===== config.mk =====
export PLATFORM = sky130hd
export DESIGN_NAME = week_day_selector_flat
export DESIGN_NICKNAME = d
export VERILOG_FILES = /design/src/rtl/week_day_selector_if.sv /design/src/rtl/week_day_selector.sv /design/src/flat_wrapper.sv
export SDC_FILE = /design/constraint.sdc
export NUM_CORES = 1
export LEC_CHECK = 0
export ABC_AREA = 1
export CORE_ASPECT_RATIO = 0.8
export CORE_MARGIN = 5
export CORE_UTILIZATION = 56
export DETAILED_ROUTE_END_ITERATION = 7
export PLACE_DENSITY = 0.8
export SLEW_MARGIN = 25
export SYNTH_ARGS = -nofsm -noshare
export SYNTH_HDL_FRONTEND = slang
export SYNTH_SLANG_ARGS = --single-unit

===== constraint.sdc =====
create_clock -name clk -period 2.2 [get_ports clk]
set_clock_uncertainty 0.2 [all_clocks]
set_input_delay 0.22 -clock clk [delete_from_list [all_inputs] [get_ports clk]]
set_output_delay 0.22 -clock clk [all_outputs]
set_load 0.01 [all_outputs]

===== src/rtl/week_day_selector_if.sv =====
// Pin bundle between the day selector and its driver: raw keys and auto enable in,
// day code plus sequencer refresh handshake out.
interface week_day_selector_if;
  logic       key_inc_n;
  logic       key_dec_n;
  logic       en_auto;
  logic [2:0] week_state;
  logic       refresh_n;
  logic       busy;

  modport master (
    output key_inc_n, key_dec_n, en_auto,
    input  week_state, refresh_n, busy
  );

  modport slave (
    input  key_inc_n, key_dec_n, en_auto,
    output week_state, refresh_n, busy
  );
endinterface


===== src/rtl/week_day_selector.sv =====
// Day-of-week code (0..6) stepped by debounced INC/DEC keys or an auto-advance timer;
// every change restarts the LCD sequencer through an active-low refresh pulse.
module week_day_selector #(
  parameter int unsigned DB_CYCLES   = 1000000,
  parameter int unsigned REFRESH_LEN = 16,
  parameter int unsigned AUTO_PERIOD = 50000000
) (
  input  logic                clk,
  input  logic                rst,
  week_day_selector_if.slave  bus
);

  localparam int unsigned NKEY   = 2;
  localparam int unsigned DB_W   = $clog2(DB_CYCLES);
  localparam int unsigned AUTO_W = $clog2(AUTO_PERIOD);
  localparam int unsigned RF_W   = $clog2(REFRESH_LEN + 1);
  localparam int unsigned DAY_W  = 3;

  typedef enum logic [1:0] {
    STARTUP = 2'd0,
    IDLE    = 2'd1,
    PULSE   = 2'd2
  } state_t;

  // Key index 0 is INC, index 1 is DEC.
  logic [NKEY-1:0] raw_n_c;
  logic [NKEY-1:0] sync1;
  logic [NKEY-1:0] sync2;
  logic [NKEY-1:0] stable;
  logic [NKEY-1:0] stable_d;
  logic [NKEY-1:0] press;
  logic [DB_W-1:0] db_cnt [NKEY];

  logic [AUTO_W-1:0] auto_cnt;
  logic              tick_c;

  logic [DAY_W-1:0] day;
  logic [DAY_W-1:0] day_nxt_c;
  logic             day_chg_c;
  logic             up_c;
  logic             dn_c;

  state_t          state;
  state_t          state_nxt_c;
  logic [RF_W-1:0] rf_cnt;
  logic [RF_W-1:0] rf_cnt_nxt_c;
  logic            refresh_n;
  logic            busy;

  assign raw_n_c = {bus.key_dec_n, bus.key_inc_n};

  // Two-flop synchronizers, stable-level debounce and falling-edge press events.
  always_ff @(posedge clk) begin
    if (rst) begin
      sync1    <= '1;
      sync2    <= '1;
      stable   <= '1;
      stable_d <= '1;
      press    <= '0;
      for (int k = 0; k < int'(NKEY); k++) db_cnt[k] <= '0;
    end else begin
      sync1    <= raw_n_c;
      sync2    <= sync1;
      stable_d <= stable;
      press    <= stable_d & ~stable;
      for (int k = 0; k < int'(NKEY); k++) begin
        if (sync2[k] == stable[k]) begin
          db_cnt[k] <= '0;
        end else if (db_cnt[k] == DB_W'(DB_CYCLES - 1)) begin
          stable[k] <= sync2[k];
          db_cnt[k] <= '0;
        end else begin
          db_cnt[k] <= db_cnt[k] + DB_W'(1);
        end
      end
    end
  end

  // Auto-advance: tick on the wrap cycle, counter parked at 0 while disabled.
  assign tick_c = bus.en_auto && (auto_cnt == AUTO_W'(AUTO_PERIOD - 1));

  always_ff @(posedge clk) begin
    if (rst || !bus.en_auto) auto_cnt <= '0;
    else if (tick_c)         auto_cnt <= '0;
    else                     auto_cnt <= auto_cnt + AUTO_W'(1);
  end

  assign up_c = press[0] | tick_c;
  assign dn_c = press[1];

  // Next day value; an illegal 7 is forced back to 0 and treated as a change.
  always_comb begin
    day_nxt_c = day;
    day_chg_c = 1'b0;
    if (day == DAY_W'(7)) begin
      day_nxt_c = '0;
      day_chg_c = 1'b1;
    end else if (up_c && !dn_c) begin
      day_nxt_c = (day == DAY_W'(6)) ? '0 : day + DAY_W'(1);
      day_chg_c = 1'b1;
    end else if (dn_c && !up_c) begin
      day_nxt_c = (day == '0) ? DAY_W'(6) : day - DAY_W'(1);
      day_chg_c = 1'b1;
    end
  end

  // Refresh FSM; a change during the pulse restarts the count so the final day is rendered.
  always_comb begin
    state_nxt_c  = state;
    rf_cnt_nxt_c = rf_cnt;
    case (state)
      STARTUP: begin
        state_nxt_c  = PULSE;
        rf_cnt_nxt_c = '0;
      end
      IDLE: begin
        if (day_chg_c) begin
          state_nxt_c  = PULSE;
          rf_cnt_nxt_c = '0;
        end
      end
      PULSE: begin
        if (day_chg_c) begin
          rf_cnt_nxt_c = '0;
        end else if (rf_cnt == RF_W'(REFRESH_LEN - 1)) begin
          state_nxt_c  = IDLE;
          rf_cnt_nxt_c = '0;
        end else begin
          rf_cnt_nxt_c = rf_cnt + RF_W'(1);
        end
      end
      default: begin
        state_nxt_c  = STARTUP;
        rf_cnt_nxt_c = '0;
      end
    endcase
  end

  // Outputs follow the next state so the new day and refresh_n=0 appear on the same edge.
  always_ff @(posedge clk) begin
    if (rst) begin
      state     <= STARTUP;
      rf_cnt    <= '0;
      day       <= '0;
      refresh_n <= 1'b1;
      busy      <= 1'b0;
    end else begin
      state     <= state_nxt_c;
      rf_cnt    <= rf_cnt_nxt_c;
      day       <= day_nxt_c;
      refresh_n <= (state_nxt_c != PULSE);
      busy      <= (state_nxt_c == PULSE);
    end
  end

  assign bus.week_state = day;
  assign bus.refresh_n  = refresh_n;
  assign bus.busy       = busy;

endmodule

===== src/flat_wrapper.sv =====
// flat-port wrapper written by rule: the top's interface ports become plain ports
module week_day_selector_flat 
#(
  parameter int unsigned DB_CYCLES   = 1000000,
  parameter int unsigned REFRESH_LEN = 16,
  parameter int unsigned AUTO_PERIOD = 50000000
)
  (clk, rst, bus_key_inc_n, bus_key_dec_n, bus_en_auto, bus_week_state, bus_refresh_n, bus_busy);
  week_day_selector_if bus_i ();
  input  logic clk;
  input  logic rst;
  input wire logic [$bits(bus_i.key_inc_n)-1:0] bus_key_inc_n;
  input wire logic [$bits(bus_i.key_dec_n)-1:0] bus_key_dec_n;
  input wire logic [$bits(bus_i.en_auto)-1:0] bus_en_auto;
  output wire logic [$bits(bus_i.week_state)-1:0] bus_week_state;
  output wire logic [$bits(bus_i.refresh_n)-1:0] bus_refresh_n;
  output wire logic [$bits(bus_i.busy)-1:0] bus_busy;
  assign bus_i.key_inc_n = bus_key_inc_n;
  assign bus_i.key_dec_n = bus_key_dec_n;
  assign bus_i.en_auto = bus_en_auto;
  assign bus_week_state = bus_i.week_state;
  assign bus_refresh_n = bus_i.refresh_n;
  assign bus_busy = bus_i.busy;
  week_day_selector #(.DB_CYCLES(DB_CYCLES), .REFRESH_LEN(REFRESH_LEN), .AUTO_PERIOD(AUTO_PERIOD)) u_core (.clk(clk), .rst(rst), .bus(bus_i));
endmodule

## Yosys cells after proc, flatten, opt, wreduce, memory -nomap -nowiden

Memory sizes are Yosys's and may differ from the RTL's.
Cells that the tools add are included.

- Flip-flop bits (word level): 48
- Bits in latches: 0
- Bits in read-only memories: 0
- Memories kept: 1
- Logic and storage cells: 102
- Bits in writable memories: 40

- Shifts and indexed selects: 0
- Multipliers: 0
- Equal/unequal tests: 13
- Bitwise logic cells: 11
- Div/mod/pow operators: 0
- Reductions and logical operators: 14
- Mux-type cells: 45
- $add $sub $neg: 6
- Order comparisons: 0

Memory list:

| name | depth | width | read ports | clocked after memory_dff | wr ports | line | source |
|---|---|---|---|---|---|---|---|
| u_core.db_cnt | 2 | 20 | 2 | 0 | 2 | week_day_selector.sv:32 | `logic [DB_W-1:0] db_cnt [NKEY];` |

Operators by type and width:

| kind | count |
|---|---|
| 2-to-1 mux 20 bit | 6 |
| adder 20 x 1 -> 20 bit, second input constant | 2 |
| equality test 20 bit, second input constant | 2 |
| 2-to-1 mux 1 bit | 27 |
| adder 26 x 1 -> 26 bit, second input constant | 1 |
| equality test 26 bit, second input constant | 1 |
| 2-to-1 mux 5 bit | 3 |
| 2-to-1 mux 3 bit | 4 |
| case mux 5 bit (2 select lines) | 1 |
| bitwise OR 1 bit | 7 |
| equality test 3 bit, second input constant | 2 |
| 2-to-1 mux 2 bit | 3 |
| case mux 2 bit (3 select lines) | 1 |
| adder 5 x 1 -> 5 bit, second input constant | 1 |
| equality test 5 x 4 -> 1 bit, second input constant | 1 |
| equality test 2 bit, second input constant | 2 |
| AND reduction 2 bit | 2 |
| OR reduction 2 bit | 2 |
| adder 3 x 1 -> 3 bit, second input constant | 1 |
| logical AND 1 bit | 3 |
| zero test 1 bit | 3 |
| zero test 3 bit | 1 |
| subtractor 3 x 1 -> 3 bit, second input constant | 1 |
| AND 2 bit | 1 |
| 9 further kinds | 11 |

## Depth between registers and ports, before layout

Gate-level depths: netlist (run 1).

- Depth after elaboration: 11
- Mapped depth: 14
- Mapped depth without buffers: 14

## Worst setup path before layout (run 1)

Ideal clock, no wire load.

- Path type: reg-to-reg
- From: register u_core.auto_cnt[0]
- To: register u_core.rf_cnt[1]
- Slack: -0.123 ns
- Stages on the path, launching flop included: 14
- Library setup time: 0.070 ns
- Path buffers: 0
- Arrival: 2.053 ns
- Cell sequence: dfxtp_1 ha_1 nand2_1 nor2_1 nand3_1 nor2_1 or2_2 ha_1 inv_1 nor2_1 nand2_1 nor2_1 nand2_1 a21oi_1

- Cells in the longest elaborated chain, start to end: 10
- Elaborated cells on any way between the ends: 12

Ends and longest elaborated chain:

| element | line | source |
|---|---|---|
| start: declaration | week_day_selector.sv:34 | `logic [AUTO_W-1:0] auto_cnt;` |
| start signal: assignment | week_day_selector.sv:85 | `else auto_cnt <= auto_cnt + AUTO_W'(1);` |
| equality test 26 bit (*) | week_day_selector.sv:80 | `assign tick_c = bus.en_auto && (auto_cnt == AUTO_W'(AUTO_PERIOD - 1));` |
| logical AND 1 bit (*) | week_day_selector.sv:80 |  |
| bitwise OR 1 bit (*) | week_day_selector.sv:88 | `assign up_c = press[0] \| tick_c;` |
| zero test 1 bit | week_day_selector.sv:101 | `end else if (dn_c && !up_c) begin` |
| logical AND 1 bit | week_day_selector.sv:101 |  |
| 2-to-1 mux 1 bit | week_day_selector.sv:101 |  |
| 2-to-1 mux 1 bit (*) | week_day_selector.sv:98 | `end else if (up_c && !dn_c) begin` |
| 2-to-1 mux 1 bit (*) | week_day_selector.sv:95 | `if (day == DAY_W'(7)) begin` |
| 2-to-1 mux 5 bit | week_day_selector.sv:123 | `if (day_chg_c) begin` |
| case mux 5 bit (2 select lines) | week_day_selector.sv:111 | `case (state)` |
| end signal: assignment | week_day_selector.sv:149 | `rf_cnt <= rf_cnt_nxt_c;` |
| end: declaration | week_day_selector.sv:45 | `logic [RF_W-1:0] rf_cnt;` |

Every way passes the cells marked *; elsewhere a longest branch is shown, timed or not.
A chain may end at the register's enable or synchronous reset.

## Worst setup path after layout (run 1)

- From: register u_core.auto_cnt[1]
- To: register u_core.rf_cnt[2]

The elaborated chain is that of the path after synthesis.

==> impl_metrics.py, run 1 <==
metrics = {
    "outcome": {
        "status": "completed",
    },
    "worst_setup_path": {
        "path_common_cell": "nor2_4",
        "path_buf_inv": 1,
        "crit_arrival_ps": 2290,
        "crit_slowest_cell": "dfxtp_2",
        "crit_path_cell_trace": "ha_4 -> nand2_2 -> nor2_2 -> nand3_2 -> nor2_4 -> or2_4 -> ha_4 -> inv_4 -> nor2_4 -> nand2_4 -> nor2_4 -> nand2_1 -> a21oi_2",
        "criticalPathCategory": "flop to flop",
        "critPathMaxFanout": 5,
        "max_stage_delay_ps": 350,
        "cp-endpoint": "u_core.rf_cnt[2]",
        "ff2ff_setup_slack_ps": 10,
        "endpoint_kind": "flop",
        "rr_startpoint": "u_core.auto_cnt[1]",
        "crit_path_start_kind": "flop",
        "cp.depth": 13,
        "cp_top_family": "simple AND/OR/NAND/NOR gates",
        "rr_endpoint": "u_core.rf_cnt[2]",
        "critical_path.startpoint": "u_core.auto_cnt[1]",
        "cp.required_ps": 2300,
        "rr_worst_depth": 13,
    },
    "placement": {
        "place_congestion": 0.915,
        "dp_hpwl_um": 7480,
        "dp.cells": 815,
        "io_buffer_count": 9,
    },
    "finish": {
        "nets": 735,
        "final_cells": 836,
        "diodes": 0,
        "syn2layout_area_growth_pct": 20.2,
        "final_layout_size_suffix_gt1_share_pct": 14.2,
    },
    "pwr": {
        "vdd_drop_max_mv": 0.281,
        "leakage_nw": 2.16,
        "p_total_mw": 3.29,
        "power.density_nw_per_um2": 571,
    },
    "routing": {
        "drt-initial-drc-count": 270,
        "first_pass_iters": 4,
        "vias_per_cell": 5.04,
        "wirelength_um": 10400,
        "drtAntennaViolNets": 0,
        "vias": 4212,
        "drt-wirelength-per-cell_um": 12.4,
        "drc": 0,
    },
    "grt": {
        "antenna_found_initial": 0,
        "first_global_vias": 4089,
        "grt_max_degree": 26,
        "grt.total_usage_pct": 20.7,
        "grt_remaining_overflow": 0,
        "grt_pass1_wl_um": 17900,
    },
    "timing": {
        "fmax_mhz": 457,
        "rsz0062_at_grt": "yes",
        "fin_crit_sh_pct": 99.5,
        "min_period_ps": 2190,
        "whs_ps": 221,
        "fin_setup_tns_ps": 0,
        "hold_viol_final": 0,
        "report.final.setup_viol": 0,
        "slew_violations": 0,
    },
    "cts": {
        "h-tree-depth": 3,
        "insertion_delay_ps": 360,
        "ctsLongestPathBuffers": 2,
        "clock-sinks": 88,
        "path_clk_slew_ps": 90,
        "cts_made_buffers": 9,
        "cts_root_buffer": "clkbuf_8",
        "cts_tree": "yes",
    },
    "logic_synthesis": {
        "netlist_area_um2": 4790,
        "yosysTopAreaCellShare_pct": 25.1,
        "ys_ff_latch": 88,
        "syn_inst": 633,
        "synth_most_common_cell": "nand2_1",
        "synth_cell_types": 34,
        "yosys.area.top_type": "edfxtp_1",
        "postSynthAreaPerCell_um2": 7.57,
        "synth-main-ff-cell": "dfxtp_1",
        "ys_seq_area_share_pct": 45.1,
        "yosysWarningCount": 0,
        "async_reset_ff_share_pct": 0,
        "synth-edff-count": 40,
        "netlist_top_cells_count": "nand2_1, nor2_1, inv_1",
        "synthTopCellsByArea": "edfxtp_1, dfxtp_1, nand2_1",
    },
    "floorplan": {
        "core_area_um2": 8410,
        "dieHeight_um": 92.7,
        "die_w_um": 113,
        "pin_count": 10,
        "die_area_um2": 10500,
        "rows": 30,
        "start_util_pct": 57.0,
    },
    "flow_run": {
        "cap_violations": 0,
    },
    "min_path": {
        "min_path_type": "flop to flop",
    },
}
layer usage:
metal / global-route usage, % / vias up / part of all wire, %
li1: - / 2145 / -
met5: 0 / - / 0
met4: 5.41 / 0 / 1.7
met3: 6.01 / 22 / 5.8
met2: 34.8 / 115 / 49
met1: 26.1 / 1930 / 44
worst min path at each step:
stage / startpoint / endpoint / slack, ps / depth (start not counted)
floorplan: bus_key_inc_n / u_core.sync1[0] / 120 / 1
global placement: u_core.stable_d[0] / u_core.press[0] / 200 / 2
detailed placement: u_core.sync1[1] / u_core.sync2[1] / 210 / 1
CTS: bus_key_dec_n / u_core.sync1[1] / 210 / 2
global route: bus_key_inc_n / u_core.sync1[0] / 230 / 2
finish: u_core.stable_d[0] / u_core.press[0] / 220 / 2
sequential cells by signal (all words and copies together), names as in the netlist:
signal                 cells
u_core.db_cnt             40
u_core.press               2
u_core.bus.busy            1
u_core.bus.week_state      3
u_core.auto_cnt           26
u_core.state               2
u_core.stable              2
u_core.stable_d            2
u_core.bus.refresh_n       1
u_core.rf_cnt              5
u_core.sync1               2
u_core.sync2               2
final cells by class:
type / instances / area, um2
clock inverters: 4 / 56.3
inverters: 58 / 220
multi-input cells: 519 / 2610
flip-flops and latches: 88 / 2170
well taps: 112 / 140
repair buffers: 43 / 370
clock buffers: 12 / 199
fillers: 699 / 2650
worst register-to-register path, cell delays in order (launching register included):
cell	delay [ps]
dfxtp_2	350
ha_4	160
nand2_2	50
nor2_2	50
nand3_2	100
nor2_4	50
or2_4	240
ha_4	290
inv_4	40
nor2_4	160
nand2_4	90
nor2_4	140
nand2_1	100
a21oi_2	130
cell families (layout without fill, tap and decap cells):
logic type | count (synthesis) | after routing | share of synthesized area (%)
XOR/XNOR | 33 | 33 | 6.03
AND/OR/NAND/NOR | 388 | 388 | 34.9
AO/OA/AOI/OAI | 47 | 47 | 5.25
flip-flops | 88 | 88 | 45.1
adder cells (fa/ha/maj) | 11 | 11 | 2.87
other | 1 | 40 | 0.0783
buffers and inverters | 65 | 117 | 5.77
layout by cell type, fill, tap and decap left out, types with 9 or more instances in the layout:
master             n
nor2_1           143
nand2_1          151
dfxtp_1           45
ha_1               9
conb_1            40
xnor2_1           18
clkbuf_8           9
nand3_1           33
inv_1             54
buf_4             32
xor2_1            15
clkdlybuf4s50_1    9
a21oi_1           32
edfxtp_1          40
per-stage QoR:
| step | cell area (um2) | utilization (%) | setup slack, ps |
|---|---|---|---|
| after detailed placement | 5370 | 63.9 | -278 |
| after CTS | 5670 | 67.5 | 39.5 |
| after floorplan | 4960 | - | 10.1 |
| after global routing | 5760 | 68.5 | -121 |
| final | 5760 | 68.5 | 11.8 |
| after global placement | 5370 | 63.9 | -181 |
where the power goes:
group          switching (mW)  internal (mW)
Combinational          0.0824         0.0573
Clock                   0.611          0.745
Sequential             0.0433           1.75
what timing repair did:
| action | CTS | global route |
|---|---|---|
| pin swaps | 4 | 13 |
| resized for setup | 12 | 19 |
| hold buffers | 0 | 0 |
| setup endpoints to repair | 9 | 11 |
| buffers inserted | 1 | 4 |
No activity file was read; power rests on OpenSTA's default activity.
==> run 2, diff against run 1 <==
Settings changed: CORE_UTILIZATION 56 to 58, CTS_BUF_LIST from default to sky130_fd_sc_hd__clkbuf_8, PLACE_DENSITY 0.8 to 0.82.
==> run 2 against run 1 <==
Die area fell by 3.1%; sequential power barely moved; non-clock buffer count fell by 4; total power fell by 6.3%; wire length fell by 3.4%; worst setup slack improved by 29 ps; fmax rose by 1.4%; final area fell by 1.4%.
==> impl_metrics.py, run 2 (same netlist as run 1, synthesis figures left out) <==
metrics = {
    "cts": {
        "ctsLongestPathBuffers": 2,
        "cts_made_buffers": 9,
        "hold_buffers": 0,
        "cts_root_buffer": "clkbuf_8",
        "insertion_delay_ps": 370,
        "path_clk_slew_ps": 90,
        "h-tree-depth": 3,
        "clock-sinks": 88,
        "cts_tree": "yes",
    },
    "placement": {
        "dp_hpwl_um": 7330,
        "placed_area_um2": 5360,
        "dp.cells": 810,
        "io_buffer_count": 9,
        "place_congestion": 0.891,
    },
    "grt": {
        "grt.total_usage_pct": 20.2,
        "antenna_found_initial": 0,
        "grt_remaining_overflow": 0,
        "first_global_vias": 4008,
        "grt_max_degree": 26,
        "grt_pass1_wl_um": 17100,
    },
    "worst_setup_path": {
        "critPathMaxFanout": 3,
        "cp.required_ps": 2310,
        "endpoint_kind": "flop",
        "crit_path_start_kind": "flop",
        "crit_arrival_ps": 2270,
        "criticalPathCategory": "flop to flop",
    },
    "finish": {
        "largest_register": "u_core.db_cnt",
        "reg.largest.list": "u_core.db_cnt: 40 flops, u_core.auto_cnt: 26 flops, u_core.rf_cnt: 5 flops",
        "syn2layout_area_growth_pct": 18.5,
        "nets": 731,
        "seq_area_um2": 2170,
        "largest_reg_flops": 40,
        "final_cell_mix": "nand2_1, nor2_1, inv_1",
        "diodes": 0,
        "multi_input_area_um2": 2610,
        "final_layout_size_suffix_gt1_share_pct": 14.0,
        "final_common_cell": "nand2_1",
        "final_area_um2": 5680,
        "final_cells": 828,
        "utilization_pct": 71.1,
        "nFillCells": 646,
    },
    "pwr": {
        "power.density_nw_per_um2": 543,
        "p_seq_share_pct": 58.2,
        "vdd_drop_max_mv": 0.336,
        "p_switching_mw": 0.736,
        "clockPowerShare_pct": 37.3,
        "leakage_nw": 2.13,
        "p_total_mw": 3.08,
        "comb_power_share_pct": 4.5,
        "p_int_mw": 2.34,
        "swShare_pct": 23.9,
    },
    "routing": {
        "drt-wirelength-per-cell_um": 12.1,
        "vias": 4199,
        "drc": 0,
        "drt-initial-drc-count": 262,
        "first_pass_iters": 5,
        "vias_per_cell": 5.07,
        "wirelength_um": 10000,
        "drtAntennaViolNets": 0,
    },
    "floorplan": {
        "dieHeight_um": 91.3,
        "pin_count": 10,
        "die_w_um": 112,
        "die_area_um2": 10200,
        "core_area_um2": 7980,
        "start_util_pct": 60.0,
        "rows": 29,
    },
    "flow_run": {
        "cap_violations": 0,
    },
    "timing": {
        "fin_crit_sh_pct": 98.1,
        "min_period_ps": 2160,
        "fmax_mhz": 463,
        "slew_violations": 0,
        "rsz0062_at_grt": "yes",
        "report.final.setup_viol": 0,
        "hold_viol_final": 0,
    },
    "outcome": {
        "status": "completed",
    },
    "min_path": {
        "min_path_type": "input pin to flop",
    },
}
run 2: changes by cell type in the layout (fill, tap and decap cells not counted), moves of 2 or more:
cell	previous run	this run
clkbuf_16	3	0
o21ai_1	2	0
inv_6	3	1
clkinv_4	0	2
buf_4	32	28
nand2_1	151	149
run 2: critical path: stages, from the launching register on:
cell,delay [ps]
dfxtp_2,340
ha_4,160
nand2_4,60
nor2_4,40
nand3_2,70
nor2_2,40
or2_4,230
ha_4,280
inv_4,40
nor2_4,130
nand3_2,120
nor2_4,170
o21ai_2,80
a21oi_2,120
run 2: cell type report:
cell class	instances	area share, %
Tap cell	108	2.38
Clock buffer	9	2.18
Clock inverter	7	1.41
Inverter	58	3.88
Multi-Input combinational cell	519	46.0
Sequential cell	88	38.2
Timing Repair Buffer	39	6.00
run 2: timing repair:
item / 4_1_cts / 5_1_grt
cloned: 0 / 0
setup endpoints to repair: 5 / 27
buffers inserted: 0 / 2
pin swaps: 6 / 8
gates resized for setup: 8 / 23
run 2: power groups by stage:
| stage | combinational, mW | clock, mW | sequential [mW] |
|---|---|---|---|
| 3_5_place_dp | 0.130 | 0 | 1.83 |
| 2_1_floorplan | 0.0951 | 0 | 1.82 |
| 6_report | 0.140 | 1.15 | 1.79 |
| 5_1_grt | 0.161 | 1.25 | 1.80 |
| 3_3_place_gp | 0.126 | 0 | 1.82 |
| 4_1_cts | 0.133 | 1.18 | 1.79 |
run 2: metal layers:
metal | up-vias | GRT usage [%] | share of wire (%)
met3 | 17 | 4.12 | 5.0
li1 | 2146 | - | -
met1 | 1917 | 25.4 | 45
met4 | 0 | 6.48 | 1.5
met2 | 119 | 35.1 | 48
met5 | - | 0 | 0
run 2: final timing paths:
kind / startpoint / end / slack (ps) / cells after the start
worst max-delay path: u_core.auto_cnt[0] / u_core.rf_cnt[3] / 40 / 13
worst min-delay path: bus_key_dec_n / u_core.sync1[1] / 210 / 2
worst max register to register: u_core.auto_cnt[0] / u_core.rf_cnt[3] / 40 / 13
worst min register to register: u_core.stable_d[0] / u_core.press[0] / 220 / 2
run 2: stage by stage:
step	worst slack [ps]	setup TNS [ps]	hold WS, ps
after floorplan	10.1	0	124
after global placement	-173	-950	195
after detailed placement	-266	-1340	201
after CTS	6.84	0	191
after global routing	-84.7	-184	190
final	41.3	0	206
